## config.mk

```make
export PLATFORM = sky130hd
export DESIGN_NAME = piso_serializer
export DESIGN_NICKNAME = d
export VERILOG_FILES = /design/src/rtl/shift_pkg.sv /design/src/rtl/piso_serializer_bit_counter.sv /design/src/rtl/piso_serializer.sv
export SDC_FILE = /design/constraint.sdc
export NUM_CORES = 1
export LEC_CHECK = 0
export ABC_AREA = 0
export CORE_AREA = 2 2 39 41
export CTS_CLUSTER_DIAMETER = 200
export DETAILED_ROUTE_END_ITERATION = 12
export DIE_AREA = 0 0 41 43
export PLACE_DENSITY = 0.72
export REMOVE_ABC_BUFFERS = 1
export SYNTH_ARGS = -nofsm -noshare
export SYNTH_HDL_FRONTEND = slang
export SYNTH_SLANG_ARGS = --single-unit
export TNS_END_PERCENT = 30
```

## constraint.sdc

```tcl
create_clock -name clk -period 1.7 [get_ports clk]
set_input_delay 0.34 -clock clk [delete_from_list [all_inputs] [get_ports clk]]
set_output_delay 0.34 -clock clk [all_outputs]
set_load 0.03 [all_outputs]
```

## src/rtl/shift_pkg.sv

```systemverilog
// Shared definitions for the serial shift blocks (PISO transmit and SIPO capture).
// Holds the common FSM state encoding and a ceiling-log2 helper used to size
// bit counters from a word width.
package shift_pkg;

    typedef enum logic [1:0] {
        ST_IDLE   = 2'd0,
        ST_SHIFT  = 2'd1,
        ST_PARITY = 2'd2
    } state_t;

    // Ceiling log2, never less than 1 so a counter always has at least one bit.
    function automatic int CLOG2(input int unsigned value);
        int r;
        r = 0;
        for (int unsigned v = value - 1; v != 0; v = v >> 1) begin
            r = r + 1;
        end
        return (r < 1) ? 1 : r;
    endfunction

endpackage

```

## src/rtl/piso_serializer_bit_counter.sv

```systemverilog
// bit_counter: index of the serial bit currently presented by the serializer.
// Counts 0..WIDTH-1 while enabled and wraps to 0 after the last index.
// Ports:
//   clk    rising-edge clock
//   clr    synchronous clear (count <= 0)
//   en     advance the count this cycle
//   count  current bit index, CLOG2(WIDTH) bits
//   last   count is at WIDTH-1
module bit_counter
    import shift_pkg::*;
#(
    parameter int WIDTH = 8
)(
    input  logic                      clk,
    input  logic                      clr,
    input  logic                      en,
    output logic [CLOG2(WIDTH)-1:0]   count,
    output logic                      last
);

    localparam int CW = CLOG2(WIDTH);
    localparam logic [CW-1:0] LAST_IDX = CW'(WIDTH - 1);

    always_comb begin
        last = (count == LAST_IDX);
    end

    always_ff @(posedge clk) begin
        if (clr) begin
            count <= '0;
        end else if (en) begin
            count <= last ? '0 : count + CW'(1);
        end
    end

endmodule

```

## src/rtl/piso_serializer.sv

```systemverilog
// piso_serializer: parallel-in / serial-out transmitter.
// Accepts a WIDTH-bit word over a valid/ready handshake and sends it one bit
// per clock on q with q_valid. Back-to-back words stream with no idle gap.
// Optional feature macro: PISO_PARITY_EN appends one even-parity bit
// (^word) after the data bits, making each frame WIDTH+1 cycles.
// Parameters:
//   WIDTH      word width, 2..32
//   MSB_FIRST  1: din[WIDTH-1] sent first, 0: din[0] sent first
// Ports:
//   clk         rising-edge clock
//   rst_n       synchronous active-low reset
//   din         parallel word, sampled on accept
//   load_valid  producer offers a word
//   load_ready  serializer can take a word this cycle (combinational)
//   q           serial bit (registered)
//   q_valid     q carries a valid bit (registered)
//   busy        a word is in flight (registered)
//   done        pulse on the final bit of a frame (registered)
module piso_serializer
    import shift_pkg::*;
#(
    parameter int WIDTH     = 8,
    parameter int MSB_FIRST = 1
)(
    input  logic             clk,
    input  logic             rst_n,
    input  logic [WIDTH-1:0] din,
    input  logic             load_valid,
    output logic             load_ready,
    output logic             q,
    output logic             q_valid,
    output logic             busy,
    output logic             done
);

    localparam int CW = CLOG2(WIDTH);

    state_t           state;
    logic [WIDTH-1:0] shreg;
    logic [CW-1:0]    count;
    logic             last;
    logic             accept;
    logic             cnt_clr;
    logic             cnt_en;
    logic             din_first;
    logic             sh_first;
    logic [WIDTH-1:0] din_rest;
    logic [WIDTH-1:0] sh_rest;

`ifdef PISO_PARITY_EN
    logic par;
`else
    localparam logic [CW-1:0] PENULT_IDX = CW'(WIDTH - 2);
`endif

    // The first bit of a word goes straight from din to q on the accept edge,
    // so the shift register only ever holds the bits still to be sent.
    always_comb begin
        din_first = (MSB_FIRST != 0) ? din[WIDTH-1]   : din[0];
        din_rest  = (MSB_FIRST != 0) ? (din << 1)     : (din >> 1);
        sh_first  = (MSB_FIRST != 0) ? shreg[WIDTH-1] : shreg[0];
        sh_rest   = (MSB_FIRST != 0) ? (shreg << 1)   : (shreg >> 1);
    end

    always_comb begin
        load_ready = 1'b0;
        if (rst_n) begin
`ifdef PISO_PARITY_EN
            load_ready = (state == ST_IDLE) || (state == ST_PARITY);
`else
            load_ready = (state == ST_IDLE) || ((state == ST_SHIFT) && last);
`endif
        end
        accept  = load_valid && load_ready;
        cnt_clr = !rst_n || (state == ST_IDLE);
        cnt_en  = (state == ST_SHIFT);
    end

    bit_counter #(.WIDTH(WIDTH)) u_bit_counter (
        .clk   (clk),
        .clr   (cnt_clr),
        .en    (cnt_en),
        .count (count),
        .last  (last)
    );

    always_ff @(posedge clk) begin
        if (!rst_n) begin
            state   <= ST_IDLE;
            shreg   <= '0;
            q       <= 1'b0;
            q_valid <= 1'b0;
            busy    <= 1'b0;
            done    <= 1'b0;
`ifdef PISO_PARITY_EN
            par     <= 1'b0;
`endif
        end else begin
            done <= 1'b0;
            if (accept) begin
                // Load covers IDLE and the end-of-frame cycle alike; the
                // counter is already at 0 in both cases.
                state   <= ST_SHIFT;
                shreg   <= din_rest;
                q       <= din_first;
                q_valid <= 1'b1;
                busy    <= 1'b1;
`ifdef PISO_PARITY_EN
                par     <= din_first;
`endif
            end else begin
                case (state)
                    ST_SHIFT: begin
                        if (!last) begin
                            shreg <= sh_rest;
                            q     <= sh_first;
`ifdef PISO_PARITY_EN
                            par   <= par ^ sh_first;
`else
                            done  <= (count == PENULT_IDX);
`endif
                        end else begin
`ifdef PISO_PARITY_EN
                            state <= ST_PARITY;
                            q     <= par;
                            done  <= 1'b1;
`else
                            state   <= ST_IDLE;
                            q       <= 1'b0;
                            q_valid <= 1'b0;
                            busy    <= 1'b0;
`endif
                        end
                    end
`ifdef PISO_PARITY_EN
                    ST_PARITY: begin
                        state   <= ST_IDLE;
                        q       <= 1'b0;
                        q_valid <= 1'b0;
                        busy    <= 1'b0;
                    end
`endif
                    default: begin
                        state   <= ST_IDLE;
                        q       <= 1'b0;
                        q_valid <= 1'b0;
                        busy    <= 1'b0;
                    end
                endcase
            end
        end
    end

endmodule

```

==> impl_table.tex <==
\begin{tabular}{lr}
\hline
Metric & Value \\
\hline
\multicolumn{2}{l}{\textbf{Floorplanning}} \\
Die area & 0.00176 sq mm \\
Core Footprint & 0.00138 sq mm \\
Std cell rows & 14 \\
Total I/O pin count & 16 \\
X dimension of the die & 41 microns \\
Die span in y & 43 microns \\
Initial Util & 40.4\% \\
\multicolumn{2}{l}{\textbf{Place}} \\
Port-buffer cells & 15 \\
Placed Instance Area & 711 sq um \\
Post-Place Worst Slack & 0.137 ns \\
Routability-driven placement congestion ratio & 0.720 \\
Sum of net half-perimeters after detailed placement & 670 microns \\
\multicolumn{2}{l}{\textbf{Yosys}} \\
Simple-gate area share of the yosys netlist & 13.9\% \\
Yosys cell types & 22 \\
Area fraction in compound gates after synthesis & 14.1\% \\
Combinational family with the most area after synthesis & compound AO/OA/AOI/OAI gates \\
Syn\_area\_per\_cell & 10.6 sq um \\
Sequential element share of the synthesized area & 46.5\% \\
Share of cell area taken by muxes after synthesis & 12.5\% \\
Synth Area in Adders & 6.71\% \\
\#FFs+latches synth & 13 \\
Total number of yosys warnings & 0 \\
Post-synth design cell area & 559 sq um \\
Synthesized-area fraction occupied by xor and xnor cells & 0\% \\
Cells after Synth & 53 \\
\multicolumn{2}{l}{\textbf{STA}} \\
Summed negative setup slack over all endpoints & 0 ns \\
Achievable clock frequency & 603 MHz \\
Count of final setup violators & 0 \\
Slew margin rel. & 67.9\% \\
Post-layout min period & 1.66 ns \\
Final worst path period share & 97.5\% \\
Worst setup margin & 0.0429 ns \\
Hold violation total from the final report & 0 \\
Setup repair after global routing missed its margin & false \\
Tightest Pin Transition & 0.480 ns \\
Number of max-slew violations in the final report & 0 \\
Clock Skew & 0.000955 ns \\
\multicolumn{2}{l}{\textbf{Layout}} \\
Post-route design area & 766 sq um \\
Core utilization of the finished layout & 55.3\% \\
Layout net count & 85 \\
Diodes inserted & 0 \\
Area growth from synthesis to layout & 36.9\% \\
Fraction of final layout cells sized beyond drive strength 1 & 22.9\% \\
\multicolumn{2}{l}{\textbf{CTS}} \\
TritonCTS sink count & 13 \\
Clock H-tree levels & 1 \\
Source-to-sink clock delay at the later pin of the worst-skew pair & 0.26 ns \\
Root Buffer Master & sky130\_fd\_sc\_hd\_\_clkbuf\_4 \\
Post-CTS Setup Inserts & 0 \\
Clock-pin slew reported for the worst setup and hold paths after clock tree synthesis & 0.08 ns \\
CTS Hold Bufs & 0 \\
Max Root-Sink Buffers & 2 \\
Total clock buffers created by CTS & 3 \\
Clock tree from TritonCTS & done \\
\multicolumn{2}{l}{\textbf{Critical path}} \\
Startpoint of the worst-slack reg-to-reg timing path & u\_bit\_counter.count[0] \\
Peak fanout along the critical path & 2 \\
Launching instance or port of the critical path & u\_bit\_counter.count[0] \\
Worst setup SP type & register \\
Required arrival time at the worst endpoint & 1.36 ns \\
Arrival time of the worst setup path & 1.32 ns \\
Kind of critical path & register to output port \\
Sort of element at the end of the critical path & output port \\
\multicolumn{2}{l}{\textbf{GRT}} \\
Wire length of the first global-routing pass & 1.39 mm \\
Antenna violations before repair & 0 \\
Maximum number of pins on one net before global-route repair & 14 \\
Number of global-route vias before repair & 378 \\
Remaining global-route overflow & 0 \\
GR Util All Layers & 12.1\% \\
\multicolumn{2}{l}{\textbf{Detailed routing}} \\
WL per Instance & 11.3 microns \\
Violation count after the first detailed-routing iteration & 2 \\
Antenna-violating nets left & 0 \\
Remaining routing DRC violations & 0 \\
Detailed-router iteration count before antenna repair & 2 \\
Avg Vias per Cell & 5.02 \\
Via count & 432 \\
Total wire length after detailed routing & 976 microns \\
\multicolumn{2}{l}{\textbf{Hold path}} \\
Hold path startpoint & shreg[7] \\
Class of the tightest hold or removal check & register to register \\
\multicolumn{2}{l}{\textbf{Power}} \\
Final Total Pwr & 0.622 mW \\
Power density over the cells & 813 mW/mm\^{}2 \\
Peak VDD IR & 0.570 mV \\
Reported leakage power & 0.318 nW \\
\multicolumn{2}{l}{\textbf{Run}} \\
Number of maximum-capacitance constraint violations & 0 \\
\multicolumn{2}{l}{\textbf{Run status}} \\
Run status & finished, final reports clean \\
\hline
\end{tabular}
==> layout make-up <==
cell class	count	area [sq um]
Multi-Input combinational cell	35	289
Inverter	1	3.75
Clock buffer	4	26.3
Fill cell	128	618
Sequential cell	13	263
Tap cell	16	20.0
Timing Repair Buffer	17	164
==> kinds of logic after synthesis <==
kind of cell               after synthesis
muxes                                    7
buffers and inverters                    5
AOI/OAI and AO/OA                       14
adders and majority gates                3
DFF                                     13
and+or+nand+nor                         11
==> placed cells by master, fill, tap and decap left out, drive strengths merged <==
master / netlist / routed
nand3: 1 / 1
nor2: 1 / 1
and3: 2 / 2
inv: 1 / 1
and4: 1 / 1
dlygate4sd2: 0 / 2
and2b: 1 / 1
clkdlybuf4s50: 0 / 12
o21ai: 6 / 6
buf: 3 / 3
a21boi: 1 / 1
ha: 3 / 3
a21oi: 6 / 6
clkbuf: 1 / 4
nand2b: 1 / 1
dfxtp: 13 / 13
nand2: 2 / 2
and2: 1 / 1
o21a: 1 / 1
nor2b: 1 / 1
mux2i: 7 / 7
==> routing by layer <==
metal	vias up	share of wire [%]	GRT usage, %
met2	11	45	17.5
met1	200	47	14.0
met4	0	1.9	10.0
met3	2	5.0	3.14
met5	-	0	0
li1	219	-	-
==> path summary, 6_finish.rpt <==
kind	end	slack, ns	cells after the start
setup / recovery	load_ready	0.04	5
hold / removal	q	0.45	2
setup reg to reg	shreg[5]	0.44	6
hold reg to reg	q	0.45	2
==> report_power, final <==
part / total [mW] / internal (mW) / switching, mW
logic: 0.103 / 0.0563 / 0.0470
clock network: 0.184 / 0.0907 / 0.0935
registers: 0.335 / 0.323 / 0.0118
==> per-stage QoR <==
step	instances	hold WS, ns
2_1_floorplan	49	0.430
3_3_place_gp	82	0.446
3_5_place_dp	82	0.447
4_1_cts	86	0.458
5_1_grt	86	0.476
6_report	86	0.450
==> worst max-delay path, stage by stage (launching register included) <==
cell and delay [ns]:
sky130_fd_sc_hd__dfxtp_2 0.34, sky130_fd_sc_hd__ha_4 0.16, sky130_fd_sc_hd__ha_4 0.15, sky130_fd_sc_hd__nand2b_4 0.13, sky130_fd_sc_hd__and2_4 0.14, sky130_fd_sc_hd__buf_6 0.13
==> Yosys cell counts, drive strengths merged <==
cell	n	area, sq um
o21a	1	7.51
a21oi	6	30.0
a21boi	1	7.51
inv	1	3.75
nand3	1	5.00
and4	1	8.76
ha	3	37.5
mux2i	7	70.1
dfxtp	13	260
o21ai	6	33.8
and2	1	8.76
nor2b	1	6.26
and2b	1	8.76
buf	3	26.3
nand2	2	7.51
clkbuf	1	5.00
and3	2	15.0
nand2b	1	13.8
nor2	1	3.75
==> state kept, by name (all words and copies together), names as in the netlist <==
signal	cells
done	1
busy	1
shreg	7
u_bit_counter.count	3
q	1
==> what timing repair did <==
| item | CTS | global route |
|---|---|---|
| pin swaps | 0 | 1 |
| hold endpoints to repair | 0 | 0 |
| endpoints found under the setup margin | 3 | 1 |
| gates resized for setup | 3 | 6 |
Power figures use the tool's default switching activity.
